==> src/rtl/alu_serial_ctrl_pkg.sv <==
// Shared definitions for the bit-serial ALU sequencer: ALU control codes,
// slice operation encodings, FSM states and the per-code slice drive decode.
package alu_serial_ctrl_pkg;

   localparam logic [3:0] CTRL_AND = 4'b0000;
   localparam logic [3:0] CTRL_OR  = 4'b0001;
   localparam logic [3:0] CTRL_ADD = 4'b0010;
   localparam logic [3:0] CTRL_SUB = 4'b0110;
   localparam logic [3:0] CTRL_SLT = 4'b0111;
   localparam logic [3:0] CTRL_NOR = 4'b1100;

   localparam logic [1:0] OP_AND  = 2'b00;
   localparam logic [1:0] OP_OR   = 2'b01;
   localparam logic [1:0] OP_ADD  = 2'b10;
   localparam logic [1:0] OP_LESS = 2'b11;

   typedef enum logic [1:0] {S_IDLE, S_RUN, S_DONE} state_t;

   typedef struct packed {
      logic       legal;
      logic       a_inv;
      logic       b_inv;
      logic [1:0] op;
      logic       arith;
      logic       slt;
   } drive_t;

   function automatic drive_t decode(input logic [3:0] c);
      drive_t d;
      d = '0;
      d.legal = 1'b1;
      case (c)
         CTRL_AND: d.op = OP_AND;
         CTRL_OR:  d.op = OP_OR;
         CTRL_ADD: begin d.op = OP_ADD; d.arith = 1'b1; end
         CTRL_SUB: begin d.op = OP_ADD; d.b_inv = 1'b1; d.arith = 1'b1; end
         CTRL_SLT: begin d.op = OP_ADD; d.b_inv = 1'b1; d.slt = 1'b1; end
         CTRL_NOR: begin d.op = OP_AND; d.a_inv = 1'b1; d.b_inv = 1'b1; end
         default:  d.legal = 1'b0;
      endcase
      return d;
   endfunction

   // Subtraction (and SLT) seed the carry chain with the +1 of two's complement.
   function automatic logic init_cin(input logic [3:0] c);
      return (c == CTRL_SUB) || (c == CTRL_SLT);
   endfunction

endpackage

==> src/rtl/alu_serial_ctrl_slice.sv <==
// One-bit ALU slice: optional operand inversion, AND/OR/full-add/less select.
module alu_serial_ctrl_slice
   import alu_serial_ctrl_pkg::*;
(
   input  logic       a,
   input  logic       b,
   input  logic       a_inv,
   input  logic       b_inv,
   input  logic       cin,
   input  logic       less,
   input  logic [1:0] op,
   output logic       res,
   output logic       cout
);

   logic aa, bb;

   always_comb begin
      aa   = a ^ a_inv;
      bb   = b ^ b_inv;
      cout = (aa & bb) | (aa & cin) | (bb & cin);
      case (op)
         OP_AND:  res = aa & bb;
         OP_OR:   res = aa | bb;
         OP_ADD:  res = aa ^ bb ^ cin;
         OP_LESS: res = less;
         default: res = 1'b0;
      endcase
   end

endmodule

==> src/rtl/alu_serial_ctrl.sv <==
// Bit-serial ALU sequencer: feeds one 1-bit slice LSB first over WIDTH cycles,
// then registers the assembled result and flags for a single done cycle.
module alu_serial_ctrl
   import alu_serial_ctrl_pkg::*;
#(
   parameter int WIDTH = 32,
   parameter int CNT_W = $clog2(WIDTH)
) (
   input  logic             clk_i,
   input  logic             rst_n,
   input  logic             start_i,
   input  logic [3:0]       ctrl_i,
   input  logic [WIDTH-1:0] src1_i,
   input  logic [WIDTH-1:0] src2_i,
   output logic             ready_o,
   output logic             done_o,
   output logic [WIDTH-1:0] result_o,
   output logic             zero_o,
   output logic             cout_o,
   output logic             overflow_o
);

   state_t           state, nxt;
   logic [CNT_W-1:0] cnt;
   logic [WIDTH-1:0] a_sh, b_sh;
   logic [WIDTH-2:0] res_sh;
   logic             carry;
   drive_t           drv_q;

   logic             s_res, s_cout;
   logic             last, ovf;
   logic [WIDTH-1:0] full_res, fin_res;

   alu_serial_ctrl_slice u_slice (
      .a     (a_sh[0]),
      .b     (b_sh[0]),
      .a_inv (drv_q.a_inv),
      .b_inv (drv_q.b_inv),
      .cin   (carry),
      .less  (1'b0),
      .op    (drv_q.op),
      .res   (s_res),
      .cout  (s_cout)
   );

   always_ff @(posedge clk_i or negedge rst_n) begin
      if (!rst_n) state <= S_IDLE;
      else        state <= nxt;
   end

   always_comb begin
      nxt = state;
      case (state)
         S_IDLE:  if (start_i) nxt = S_RUN;
         S_RUN:   if (last) nxt = S_DONE;
         S_DONE:  nxt = S_IDLE;
         default: nxt = S_IDLE;
      endcase
   end

   always_comb begin
      ready_o = (state == S_IDLE);
      done_o  = (state == S_DONE);
   end

   // The final slice bit joins the shift reg combinationally so the full
   // result lands in result_o on the same edge that processes the MSB.
   always_comb begin
      last     = (cnt == CNT_W'(WIDTH - 1));
      full_res = {s_res, res_sh};
      ovf      = carry ^ s_cout;
      if (!drv_q.legal)  fin_res = '0;
      else if (drv_q.slt) fin_res = {{(WIDTH-1){1'b0}}, s_res ^ ovf};
      else               fin_res = full_res;
   end

   always_ff @(posedge clk_i or negedge rst_n) begin
      if (!rst_n) begin
         cnt        <= '0;
         a_sh       <= '0;
         b_sh       <= '0;
         res_sh     <= '0;
         carry      <= 1'b0;
         drv_q      <= '0;
         result_o   <= '0;
         zero_o     <= 1'b0;
         cout_o     <= 1'b0;
         overflow_o <= 1'b0;
      end else begin
         case (state)
            S_IDLE: if (start_i) begin
               a_sh  <= src1_i;
               b_sh  <= src2_i;
               drv_q <= decode(ctrl_i);
               carry <= init_cin(ctrl_i);
               cnt   <= '0;
            end
            S_RUN: begin
               a_sh   <= a_sh >> 1;
               b_sh   <= b_sh >> 1;
               res_sh <= full_res[WIDTH-1:1];
               carry  <= s_cout;
               cnt    <= cnt + CNT_W'(1);
               if (last) begin
                  result_o   <= fin_res;
                  zero_o     <= (fin_res == '0);
                  cout_o     <= drv_q.arith & s_cout;
                  overflow_o <= drv_q.arith & ovf;
               end
            end
            default: ;
         endcase
      end
   end

endmodule

==> config.mk <==
export PLATFORM = sky130hd
export DESIGN_NAME = alu_serial_ctrl
export DESIGN_NICKNAME = d
export VERILOG_FILES = /design/src/rtl/alu_serial_ctrl_pkg.sv /design/src/rtl/alu_serial_ctrl_slice.sv /design/src/rtl/alu_serial_ctrl.sv
export SDC_FILE = /design/constraint.sdc
export NUM_CORES = 1
export LEC_CHECK = 0
export BUFFER_PORTS_ARGS = -buffer_cell sky130_fd_sc_hd__buf_2
export CAP_MARGIN = 20
export CORE_MARGIN = 8
export CORE_UTILIZATION = 55
export CTS_BUF_LIST = sky130_fd_sc_hd__clkbuf_16
export DETAILED_ROUTE_END_ITERATION = 12
export HOLD_SLACK_MARGIN = 0.1
export PLACE_DENSITY = 0.78
export SYNTH_ARGS = -nofsm -noshare
export SYNTH_HDL_FRONTEND = slang
export SYNTH_SLANG_ARGS = --single-unit
==> constraint.sdc <==
create_clock -name clk_i -period 3.9 [get_ports clk_i]
set_input_delay 0.78 -clock clk_i [delete_from_list [all_inputs] [get_ports clk_i]]
set_output_delay 0.78 -clock clk_i [all_outputs]
set_load 0.01 [all_outputs]
After elaboration in Yosys (flattened, before gate mapping)
Index checks and enable logic that the tools add are counted.
Word-level totals
  bits in read-only memories: 0
  output and inout port bits: 37
  input port bits: 71
  latch bits: 0
  logic and storage cells: 78
  bits in registers: 145
  memory bits (writable): 0
  memories kept: 0
Operators by class
  reduce and logical (&&, ||, !) cells: 14
  order comparisons: 0
  mux-type cells: 20
  eq/ne operators: 13
  add/sub/neg operators: 1
  bitwise logic cells: 14
  shift operators: 0
  divide/modulo/power cells: 0
  multipliers: 0
Operators by type and width (count)
  32-bit two-way mux: 4
  32-bit case mux with 2 select lines: 2
  32-bit logical NOT: 1
  5-bit case mux with 2 select lines: 1
  4-bit by 3-bit == test with 1-bit output (second input constant): 2
  2-bit case mux with 2 select lines: 2
  2-bit AND reduction: 4
  2-bit == test (second input constant): 3
  1-bit two-way mux: 6
  3-bit OR reduction: 2
  6-bit OR reduction: 1
  1-bit XOR: 6
  5-bit by 1-bit adder with 5-bit output (second input constant): 1
  1-bit AND: 5
  5-bit == test (second input constant): 1
  5-bit two-way mux: 1
  2-bit by 1-bit == test with 1-bit output (second input constant): 2
  4-bit by 1-bit == test with 1-bit output (second input constant): 1
  4-bit by 2-bit == test with 1-bit output (second input constant): 1
  4-bit == test (second input constant): 1
  2-bit logical NOT: 2
  4-bit logical NOT: 1
  2-bit two-way mux: 2
  2-bit inequality test (second input constant): 2
  6 further kinds: 8

Longest topological paths before layout
  word-level depth: 9
  gate-level depth with buffers: 9
  gate-level depth less buffers: 9

By module
A second synthesis with hierarchy kept.
Unflattened totals
  cell total of the unflattened synthesis: 726
  area total of the unflattened synthesis: 6488.7 µm²
Modules (own cells, without submodules)
  alu_serial_ctrl: times used 1, cells an instance 717, sequential area each 3628.5 µm², area an instance 6392.4 µm²
  alu_serial_ctrl_slice: times used 1, cells an instance 9, sequential area each 0.0 µm², area an instance 96.3 µm²

Worst setup path after synthesis
Ideal clock, no wire load.
  kind: reg-to-reg
  from: register drv_q[5] (netlist bit)
  to: register zero_o
  setup time: 78 ps
  buffers on the path: 0
  arrival time: 1979 ps
  period minus slack after synthesis: 2057 ps
  cell stages (with the launch flop): 8
  data required time: 3822 ps
  path slack: 1843 ps
  cell sequence: dfrtp_1 xnor2_1 fa_1 o21ai_0 o31ai_4 mux2i_1 a41oi_1 a21boi_1
Between the ends
  longest elaborated chain between the ends: 9
  elaborated cells between the ends (all ways): 14
  classes of those cells: 3 x mux; 10 x bitwise; 1 x reduce/logical
RTL lines
  start, declared: RTL line alu_serial_ctrl.sv:28  | drive_t drv_q;
  start signal, assigned: RTL line alu_serial_ctrl.sv:94  | drv_q <= decode(ctrl_i);
  1-bit XOR (*): RTL line alu_serial_ctrl_slice.sv:19  | aa = a ^ a_inv;
  1-bit AND, on equally long branches: RTL line alu_serial_ctrl_slice.sv:21, alu_serial_ctrl_slice.sv:23
  1-bit OR (2 in series): RTL line alu_serial_ctrl_slice.sv:21  | cout = (aa & bb) | (aa & cin) | (bb & cin);
  1-bit XOR: RTL line alu_serial_ctrl.sv:71  | ovf = carry ^ s_cout;
  1-bit XOR: RTL line alu_serial_ctrl.sv:73  | else if (drv_q.slt) fin_res = {{(WIDTH-1){1'b0}}, s_res ^ ovf};
  32-bit two-way mux (*): RTL line alu_serial_ctrl.sv:73
  32-bit two-way mux (*): RTL line alu_serial_ctrl.sv:72  | if (!drv_q.legal) fin_res = '0;
  32-bit logical NOT (*): RTL line alu_serial_ctrl.sv:106  | zero_o <= (fin_res == '0);
  end signal, assigned: RTL line alu_serial_ctrl.sv:106
  end, declared: RTL line alu_serial_ctrl.sv:18  | output logic zero_o,
Every way passes the cells marked *; elsewhere a longest branch is shown, timed or not.
A chain may end at the register's enable or synchronous reset.

Worst setup path in the final report
  from: register cnt[0]
  to: register zero_o
Between the ends
  longest elaborated chain between the ends: 2
RTL lines
  start, declared: RTL line alu_serial_ctrl.sv:24  | logic [CNT_W-1:0] cnt;
  start signal, assigned: RTL line alu_serial_ctrl.sv:103  | cnt <= cnt + CNT_W'(1);
  5-bit == test: RTL line alu_serial_ctrl.sv:69  | last = (cnt == CNT_W'(WIDTH - 1));
  2-bit AND reduction (no line)
No other way between the ends.

==> results.txt <==
- In this run the standard cell core region covers approximately 11000 µm².
* Post-CTS Hold Fix Bufs: 0
- CTS Sinks: about 150
- Of all nets on the critical path, the largest fanout is between 60 and 70.
* Final Cell Area: 7460 µm²
- The clock tree synthesis step divided the H-tree into 4 levels.
- Counting instances in the post-synthesis netlist gives the leading cell types as 301 x nand2_1, 145 x dfrtp_1, 67 x nor2_1.
* Most frequent cell on the critical path: ha_1
- GRT Overall Usage: around a fifth
- In this run the remaining antenna-violating nets after routing total 0.
* Number of cell instances on the worst register-to-register path: 9
* Slew @ Worst Pin: 0.886 ns
* Final min period: approximately 2.4 ns
* Mapped Nets: ~800
- The analysis attributes to cell leakage a power of between 3 and 4 nW.
- From left edge to right edge, the die measures between 100 and 150 µm.
* Proportion of power drawn by the clock network: approximately 27%
- Using the TritonRoute via totals, the vias-per-cell ratio works out to 5.33.
* Pin count of the biggest net entering global routing: 98
* Fraction of final layout cells sized beyond drive strength 1: between 10% and 20%
- Count of flip-flops with a built-in enable after synthesis: 0
- The number of buffers and inverters on the critical path is 1.
- Summed over all nets, the half-perimeter wirelength after detailed placement is roughly 9400 µm.
- Data required time at the worst endpoint: about 4.2 ns
* Asr flop ratio synth: 100%
- The initial antenna violation count is 0.
* Endpoint arrival time on the critical path: between 2 and 3 ns
- In this run the power spent charging and discharging nets is between 2 and 2.5 mW.
- Post-detailed-route wirelength per cell: approximately 14 µm
- Insertion delay of the later-clocked pin in the worst-skew pair: roughly 0.41 ns
- The number of global-route vias before repair is around 5200.
- Fraction of the yosys area taken by sequential cells: roughly 58%
- For this run the aggregate overflow at the end of global routing stands at 0.
- TritonCTS clock tree: yes
* Kind of cell with the highest combined delay on the critical path: simple AND/OR/NAND/NOR gates
- Measured against its own limit, the worst slew margin works out to between 40% and 50%.
- The number of hold-slack violations in the final timing report came to 0.
- RSZ-0062 raised after global routing: no
- Summed over all failing endpoints, the final setup total negative slack is 0 ns.
- The flow ran to the end, and the final reports show no timing, DRC or antenna violations.
* RePlAce Congestion: 0.780
- Summing over every cut layer, the via total after detailed routing is just over 5000.
* Flop pwr share: between 40 and 50%
- Initial DRC Count: roughly 360
* Internal portion of total power: about 3.8 mW
* Largest buffer count on any clock path: 2
* Diode insertion count for antenna repair: 0
* Overall die height: around 120 µm
- Remaining routing DRC violations: 0
* Mapped Cells: between 700 and 800
- Post-CTS setup buffer count: 0
- Max-cap violations in this run came to 0.
* Area of the mapped netlist: ~6300 µm²
- The tightest min-delay check is of the primary input to asynchronous set/reset pin type.
- Slowest-stage cell, CP: nand2_4
- Combinational group share of total power: between 20% and 30%
* Number of library cell types mapped by synthesis: 37
- The initial utilization of the core area, before any placement, comes to a little under three fifths.
* Worst-case vdd ir drop: 0.417 mV
* First drt pass iteration count: 7
- Clock-pin slew of the registers on the worst-case setup and hold paths: roughly 0.060 ns
- Highest clock rate: about 0.42 GHz
- Avg Synthesized Cell Area: slightly below 9 µm²
* Setup violators final: 0
- Global-route wire length before repair: between 20000 and 25000 µm
* Period utilisation layout: approximately 61%
- Once placement finished, the instance area stood at approximately 6900 µm².
- After floorplanning, the core was divided into 39 placement rows.
- Most used DFF post-synth: dfrtp_1
- Fin. max-slew vios: 0
- Critical Path End Type: flip-flop
- In this run the clock root is driven by a clkbuf_16.
* Depth of the critical timing path with buffers and inverters included: 9
- Power spread over the standard cell area amounts to 787 nW/µm².
* Yosys top cell area share: slightly below 60%
* Post-cts sizing count: 0
* Post-layout nets: ~900
* YS warnings: 0
- Stage delay of the slowest cell on the critical path: about 0.48 ns
- The final layout contains routed wiring with a total length of 14000 µm.
- Net switching is 35.9% of the power.
* Count of input and output buffers: 107
* Crit-path cells: ha_1 -> and3_1 -> ha_1 -> nand2_4 -> inv_2 -> nand4b_1 -> mux2i_1 -> a41oi_1 -> a21boi_1
* Cell type contributing the most total cell area after synthesis: dfrtp_1
* I/O pins: between 100 and 150
* Critical path launch point type: flip-flop
* Final worst hold slack: ~0.45 ns
* WS Path Type: flip-flop to flip-flop
- Number of fill cells: 944
- Area of the die: between 15000 and 20000 µm²
- Top-count cell post-synth: nand2_1
- Between clock sinks in the finished design, the worst skew comes to ~0.0074 ns.
* Synth-to-Final Area Change: 18.7%
- After synthesis, the cell types taking the most area are dfrtp_1 58%, nand2_1 18%, a31oi_1 6.2%.
- TritonCTS created 17 clock buffers.
- Counting flops and latches in the post-synthesis netlist gives between 100 and 150.
power groups by stage:
stage	logic, mW	clock network [mW]	registers [mW]
floorplan	1.33	0	2.45
CTS	1.77	1.61	2.52
global route	2.03	1.68	2.60
finish	1.76	1.59	2.52
detailed placement	1.75	0	2.54
global placement	1.65	0	2.50
flip-flops by register name (all words and copies together) (netlist names):
| register | cells |
|---|---|
| state | 2 |
| b_sh | 32 |
| result_o | 32 |
| zero_o | 1 |
| res_sh | 31 |
| cout_o | 1 |
| carry | 1 |
| a_sh | 32 |
| cnt | 5 |
| overflow_o | 1 |
| drv_q | 7 |
layer usage:
metal / GRT usage, % / wire (µm) / vias to the layer above / share of wire, %
met4: 8.83 / 261 / 0 / 1.9
li1: - / - / 2550 / -
met2: 31.3 / 6810 / 150 / 49
met3: 5.43 / 873 / 18 / 6.3
met1: 24.1 / 6020 / 2451 / 43
met5: 0 / 0 / - / 0
per-stage QoR:
stage / power [mW] / util (%) / worst slack (ns) / cells
final: 5.87 / 66.1 / 1.53 / 969
after global routing: 6.31 / 66.1 / 1.35 / 969
after CTS: 5.90 / 66.0 / 1.52 / 968
after detailed placement: 4.29 / 60.9 / 1.48 / 936
after global placement: 4.15 / 60.9 / 1.59 / 936
after floorplan: 3.77 / - / 1.84 / 727
area by class of cell:
| cell class | count | area [µm²] | area share, % |
|---|---|---|---|
| flip-flops and latches | 145 | 3630 | 48.7 |
| multi-input cells | 529 | 2440 | 32.7 |
| repair buffers | 114 | 611 | 8.19 |
| clock buffers | 17 | 425 | 5.71 |
| well taps | 143 | 179 | 2.40 |
| clock inverters | 15 | 153 | 2.05 |
| inverters | 6 | 22.5 | 0.302 |
logic make-up after synthesis:
kind of cell,synth area share [%]
multiplexers,0.159
XOR/XNOR,0.697
AND/OR/NAND/NOR,25.4
AO/OA/AOI/OAI,11.2
adder cells (fa/ha/maj),1.12
buffers and inverters,3.72
flip-flops,57.7
path summary, 6_finish.rpt:
path	startpoint	endpoint	slack, ns
min reg2reg	result_o[6]	result_o[6]	0.48
max	cnt[0]	zero_o	1.53
max in group asynchronous	rst_n	res_sh[21]	2.66
min in group clk_i	result_o[6]	result_o[6]	0.48
max reg2reg	cnt[0]	zero_o	1.53
min	rst_n	result_o[5]	0.45
placed cells by master, fill, tap and decap left out, drive strengths merged, types with 2 or more instances in the layout:
cell type,n
a21oi,2
a31oi,62
and2,2
buf,114
bufinv,3
clkbuf,17
clkinv,8
dfrtp,145
ha,4
inv,9
nand2,302
nand2b,3
nand3,7
nand4,3
nor2,67
nor2b,7
nor4,6
o21ai,45
or4,2
xnor2,3
xor2,2
Note: power is estimated with default switching activity, not from simulation.
